<file path="config.mk">
export PLATFORM = sky130hd
export DESIGN_NAME = multicycle_controller
export DESIGN_NICKNAME = d
export VERILOG_FILES = /design/src/rtl/multicycle_controller.sv
export SDC_FILE = /design/constraint.sdc
export NUM_CORES = 1
export LEC_CHECK = 0
export ABC_AREA = 1
export BUFFER_PORTS_ARGS = -buffer_cell sky130_fd_sc_hd__buf_2
export CAP_MARGIN = 20
export CORE_UTILIZATION = 50
export CTS_CLUSTER_SIZE = 16
export DETAILED_ROUTE_END_ITERATION = 8
export PLACE_DENSITY = 0.79
export SYNTH_ARGS = -nofsm -noshare
export SYNTH_HDL_FRONTEND = slang
export SYNTH_SLANG_ARGS = --single-unit
export TNS_END_PERCENT = 50
</file>
<file path="constraint.sdc">
create_clock -name clk -period 2.2 [get_ports clk]
set_input_delay 0.33 -clock clk [delete_from_list [all_inputs] [get_ports clk]]
set_output_delay 0.33 -clock clk [all_outputs]
set_load 0.05 [all_outputs]
</file>
<file path="src/rtl/multicycle_controller.sv">
// Multicycle RISC-V style control FSM: FETCH/DECODE/EXEC/MEM/WB/TRAP sequencing,
// with a bounded data-memory wait, illegal-opcode and interrupt traps.
module multicycle_controller #(
  parameter int MEM_TIMEOUT = 15,
  parameter bit IRQ_EN      = 1'b1
) (
  input  logic       clk,
  input  logic       rst_n,
  input  logic [6:0] opcode,
  input  logic [2:0] funct3,
  input  logic       imem_ack,
  input  logic       dmem_ack,
  input  logic       br_taken,
  input  logic       irq,
  output logic       imem_req,
  output logic       ir_en,
  output logic       pc_en,
  output logic       rf_en,
  output logic       rd_en,
  output logic       wr_en,
  output logic       br_take,
  output logic       csr_rd,
  output logic       csr_wr,
  output logic       is_mret,
  output logic       trap,
  output logic [1:0] wb_sel,
  output logic [2:0] mem_acc_mode,
  output logic [1:0] trap_cause,
  output logic [2:0] state
);

  localparam logic [2:0] S_FETCH  = 3'd0;
  localparam logic [2:0] S_DECODE = 3'd1;
  localparam logic [2:0] S_EXEC   = 3'd2;
  localparam logic [2:0] S_MEM    = 3'd3;
  localparam logic [2:0] S_WB     = 3'd4;
  localparam logic [2:0] S_TRAP   = 3'd5;

  localparam logic [6:0] OP_R     = 7'b0110011;
  localparam logic [6:0] OP_I     = 7'b0010011;
  localparam logic [6:0] OP_LD    = 7'b0000011;
  localparam logic [6:0] OP_ST    = 7'b0100011;
  localparam logic [6:0] OP_BR    = 7'b1100011;
  localparam logic [6:0] OP_LUI   = 7'b0110111;
  localparam logic [6:0] OP_AUIPC = 7'b0010111;
  localparam logic [6:0] OP_JAL   = 7'b1101111;
  localparam logic [6:0] OP_JALR  = 7'b1100111;
  localparam logic [6:0] OP_SYS   = 7'b1110011;

  logic [2:0] state_q, state_d;
  logic [1:0] cause_q, cause_d;
  logic [7:0] wait_cnt;
  logic       run;
  logic       is_ld, is_st, is_br, is_jmp, is_sys;
  logic       legal, irq_take, timeout;
  logic [2:0] mode_map;

  assign is_ld    = (opcode == OP_LD);
  assign is_st    = (opcode == OP_ST);
  assign is_br    = (opcode == OP_BR);
  assign is_jmp   = (opcode == OP_JAL) || (opcode == OP_JALR);
  assign is_sys   = (opcode == OP_SYS);
  assign irq_take = IRQ_EN && irq;
  assign timeout  = (wait_cnt == 8'(MEM_TIMEOUT));

  always_comb begin
    mode_map = 3'b111;
    case (funct3)
      3'b000:  mode_map = 3'b000;
      3'b001:  mode_map = 3'b001;
      3'b010:  mode_map = 3'b010;
      3'b100:  mode_map = 3'b011;
      3'b101:  mode_map = 3'b100;
      default: mode_map = 3'b111;
    endcase
  end

  // Loads/stores with a funct3 that has no access mode are rejected at decode.
  always_comb begin
    legal = 1'b0;
    case (opcode)
      OP_R, OP_I, OP_BR, OP_LUI, OP_AUIPC, OP_JAL, OP_JALR, OP_SYS: legal = 1'b1;
      OP_LD, OP_ST: legal = (mode_map != 3'b111);
      default:      legal = 1'b0;
    endcase
  end

  always_comb begin
    state_d = state_q;
    cause_d = cause_q;
    case (state_q)
      S_FETCH:  if (run && imem_ack) state_d = S_DECODE;
      S_DECODE: begin
        if (legal) begin
          state_d = S_EXEC;
        end else begin
          state_d = S_TRAP;
          cause_d = 2'b01;
        end
      end
      S_EXEC: begin
        if (is_ld || is_st) begin
          state_d = S_MEM;
        end else if (is_br) begin
          state_d = irq_take ? S_TRAP : S_FETCH;
          if (irq_take) cause_d = 2'b11;
        end else begin
          state_d = S_WB;
        end
      end
      S_MEM: begin
        if (dmem_ack) begin
          if (is_ld) begin
            state_d = S_WB;
          end else begin
            state_d = irq_take ? S_TRAP : S_FETCH;
            if (irq_take) cause_d = 2'b11;
          end
        end else if (timeout) begin
          state_d = S_TRAP;
          cause_d = 2'b10;
        end
      end
      S_WB: begin
        state_d = irq_take ? S_TRAP : S_FETCH;
        if (irq_take) cause_d = 2'b11;
      end
      default: state_d = S_FETCH;
    endcase
  end

  // run keeps imem_req low until the first edge after reset release.
  always_ff @(posedge clk or negedge rst_n) begin
    if (!rst_n) begin
      state_q  <= S_FETCH;
      cause_q  <= 2'b00;
      wait_cnt <= 8'd0;
      run      <= 1'b0;
    end else begin
      state_q <= state_d;
      cause_q <= cause_d;
      run     <= 1'b1;
      if (state_q != S_MEM)
        wait_cnt <= 8'd0;
      else if (!dmem_ack)
        wait_cnt <= wait_cnt + 8'd1;
    end
  end

  always_comb begin
    imem_req     = 1'b0;
    ir_en        = 1'b0;
    pc_en        = 1'b0;
    rf_en        = 1'b0;
    rd_en        = 1'b0;
    wr_en        = 1'b0;
    br_take      = 1'b0;
    csr_rd       = 1'b0;
    csr_wr       = 1'b0;
    is_mret      = 1'b0;
    trap         = 1'b0;
    wb_sel       = 2'b01;
    mem_acc_mode = 3'b111;
    case (state_q)
      S_FETCH: begin
        imem_req = run;
        ir_en    = run && imem_ack;
      end
      S_EXEC: begin
        br_take = is_br ? br_taken : is_jmp;
        pc_en   = is_br;
      end
      S_MEM: begin
        rd_en        = is_ld;
        wr_en        = is_st;
        mem_acc_mode = mode_map;
        pc_en        = is_st && dmem_ack;
      end
      S_WB: begin
        pc_en = 1'b1;
        if (is_sys) begin
          wb_sel = 2'b11;
          if (funct3 == 3'b000) begin
            is_mret = 1'b1;
          end else begin
            rf_en  = 1'b1;
            csr_rd = 1'b1;
            csr_wr = 1'b1;
          end
        end else begin
          rf_en = 1'b1;
          if (is_ld)       wb_sel = 2'b10;
          else if (is_jmp) wb_sel = 2'b00;
          else             wb_sel = 2'b01;
        end
      end
      S_TRAP: begin
        trap  = 1'b1;
        pc_en = 1'b1;
      end
      default: ;
    endcase
  end

  assign trap_cause = cause_q;
  assign state      = state_q;

endmodule

</file>
==> impl_metrics.tcl <==
set metrics [dict create \
    powerDensity_nw_per_um2 794 \
    power_mw 1.21 \
    layout.nets 245 \
    synth.most_common_cell "nand2_1" \
    avgViaCountPerCell 5.25 \
    die_h_um 52.2 \
    finalHoldViolations 0 \
    min_period_over_period 0.950 \
    seqPwrFrac 0.292 \
    rsz0062_at_grt "no" \
    avgSynthCellArea_sq_um 6.82 \
    grt_max_degree 15 \
    synth_top_cell_area_share 0.278 \
    ys_top_cells_by_area "dfrtp_1 (28%), nand2_1 (11%), nor2_1 (8.9%), inv_1 (5.7%), nand2_2 (5.5%)" \
    antenna_cells 0 \
    critPathMaxStageDelay_ns 0.45 \
    crit_required_ns 1.87 \
    swShare 0.516 \
    clock_skew_ns 0.00659 \
    ant_nets 0 \
    routed_wl_um 3090 \
    power_switching_mw 0.623 \
    die_width_um 52.2 \
    synth_area_leader_cell "dfrtp_1" \
    dr.pass1.iters 6 \
    worst_path_most_repeated_cell "inv_1" \
    rows 17 \
    tns_ns 0 \
    hold_class "in -> reg" \
    status "finished clean" \
    worstPathCellList "inv_2 -> nand3_4 -> nor2_2 -> inv_1 -> o22ai_1 -> o21bai_1 -> inv_1 -> clkbuf_4" \
    synth_warnings 0 \
    min_path_cells 4 \
    synth.distinct_cells 28 \
    grt_pass1_vias 1275 \
    ir_drop_mv 0.679 \
    worst-setup-path-type "reg -> out" \
    start_util 0.549 \
    syn_inst 185 \
    cts_root_buffer "clkbuf_4" \
    cts_made_buffers 3 \
    finalWorstSetupSlack_ns 0.109 \
    grt_pass1_wl_um 5190 \
    clock_sinks 14 \
    cts_tree "yes" \
    multi_input_area_sq_um 790 \
    synth_edf_count 0 \
    drive_gt1_frac 0.382 \
    hold_ws_ns 0.445 \
    drv_slew 0 \
    core_area_sq_um 2300 \
    p_int_mw 0.584 \
    port_buffers 36 \
    finalCriticalPeriod_ns 2.09 \
    regArea_sq_um 350 \
    critPathBufInv 4 \
    pre_cts_ws_ns 0.388 \
    critical_path.top_delay_family "buffers and inverters" \
    arrival_ns 1.76 \
    antenna_found_initial 0 \
    io_pins 37 \
    async_flop_share 1.00 \
    wl_per_cell_um 12.2 \
    nFillCells 227 \
    crit_path_start_kind "register" \
    power_frac_clock 0.156 \
    final_cell_count_no_fill 253 \
    reg2reg_depth 10 \
    clkTransAtPathRegs_ns 0.09 \
    synth_common_cells "nand2_1 (36), nor2_1 (30), inv_1 (19), dfrtp_1 (14), inv_2 (12)" \
    critPathMaxFanout 10 \
    ctsHtreeMaxLevel 1 \
    vias 1328 \
    comb_power_share 0.552 \
    drt_iter0_markers 28 \
    gp_congestion 0.885 \
    max_freq_mhz 478 \
    clock_latency_ns 0.28 \
    dieArea_sq_um 2730 \
    synth.net_count 204 \
    drc 0 \
    setup_viol 0 \
    cp_num_cells 8 \
    drv_cap 0 \
    overflow 0 \
    placedCellCount 248 \
    dpl.hpwl_um 2560 \
    end_kind "output port" \
    crit_path_top_delay_cell "dfrtp_1" \
    syn_to_final_growth_pct 20.5 \
    postCtsSetupBuffers 0 \
    synth_flop_cell "dfrtp_1" \
    grtUsageTotal 0.256 \
    leakage_nw 0.890 \
    seq_area_frac_synth 0.278 \
    ys_seq_elements 14 \
    clockBufferDepth 2 \
    synth_area_sq_um 1260 \
]
[cell type report]
class,instances,share of cell area
Clock buffer,4,0.0239
Multi-Input combinational cell,139,0.519
Sequential cell,14,0.230
Tap cell,28,0.0230
Timing Repair Buffer,37,0.127
Inverter,31,0.0765
[metal layers]
layer,vias to the layer above,GRT usage,part of all wire
li1,660,-,-
met1,622,0.299,0.42
met2,44,0.485,0.52
met3,2,0.0522,0.050
met4,0,0.0395,0.0045
met5,-,0,0
[timing repair]
action,in CTS,in global routing
hold buffers,1,0
gates resized for setup,0,1
setup endpoints to repair,0,1
endpoints found under the hold margin,14,0
[worst reg2reg max path: cells and delay by family, from the launching register on]
family        cells  cell delay [ns]
fa+ha+maj         1             0.20
buf+inv           1             0.05
flops             1             0.42
simple gates      8             0.70
[state kept, by name, summed over array words and instances (netlist names)]
name        flops
trap_cause      2
wait_cnt        8
state           3
run             1
[path summary, 6_finish.rpt]
path                               start       endpoint  slack, ns
min reg2reg                trap_cause[0]  trap_cause[0]       0.51
min in group asynchronous          rst_n    wait_cnt[2]       0.48
max reg2reg                  wait_cnt[0]  trap_cause[0]       0.71
min                             dmem_ack    wait_cnt[4]       0.45
max                             state[2]          pc_en       0.11
max in group asynchronous          rst_n  trap_cause[0]       1.47
[logic make-up after synthesis]
| logic type | synth area share |
|---|---|
| and+or+nand+nor | 0.488 |
| buffers and inverters | 0.0982 |
| AOI/OAI and AO/OA | 0.103 |
| DFF | 0.278 |
| adders and majority gates | 0.0298 |
| other | 0.00297 |
[through the flow]
step,utilization,instance area (sq um)
final,0.662,1520
after global routing,0.662,1520
after CTS,0.661,1520
after detailed placement,0.641,1470
after global placement,0.641,1470
after floorplan,-,1260
[power groups by stage]
stage / Sequential (mW) / Combinational, mW / Clock [mW]
after floorplan: 0.460 / 0.401 / 0
after global placement: 0.351 / 0.647 / 0
after detailed placement: 0.357 / 0.662 / 0
after CTS: 0.352 / 0.666 / 0.192
after global routing: 0.357 / 0.727 / 0.198
final: 0.353 / 0.666 / 0.188
[layout by cell type, fill, tap and decap left out, drive strengths merged]
master       count
o21ai            9
nor3b            1
a22o             1
nand3b           1
nor3             3
nand4            4
o22ai            1
nand3           12
buf             35
o21bai           1
conb             1
clkbuf           5
inv             31
dfrtp           14
a21oi           10
dlygate4sd3      1
nor2            38
ha               3
o211ai           1
nand2           53
Note: power is estimated with default switching activity, not from simulation.
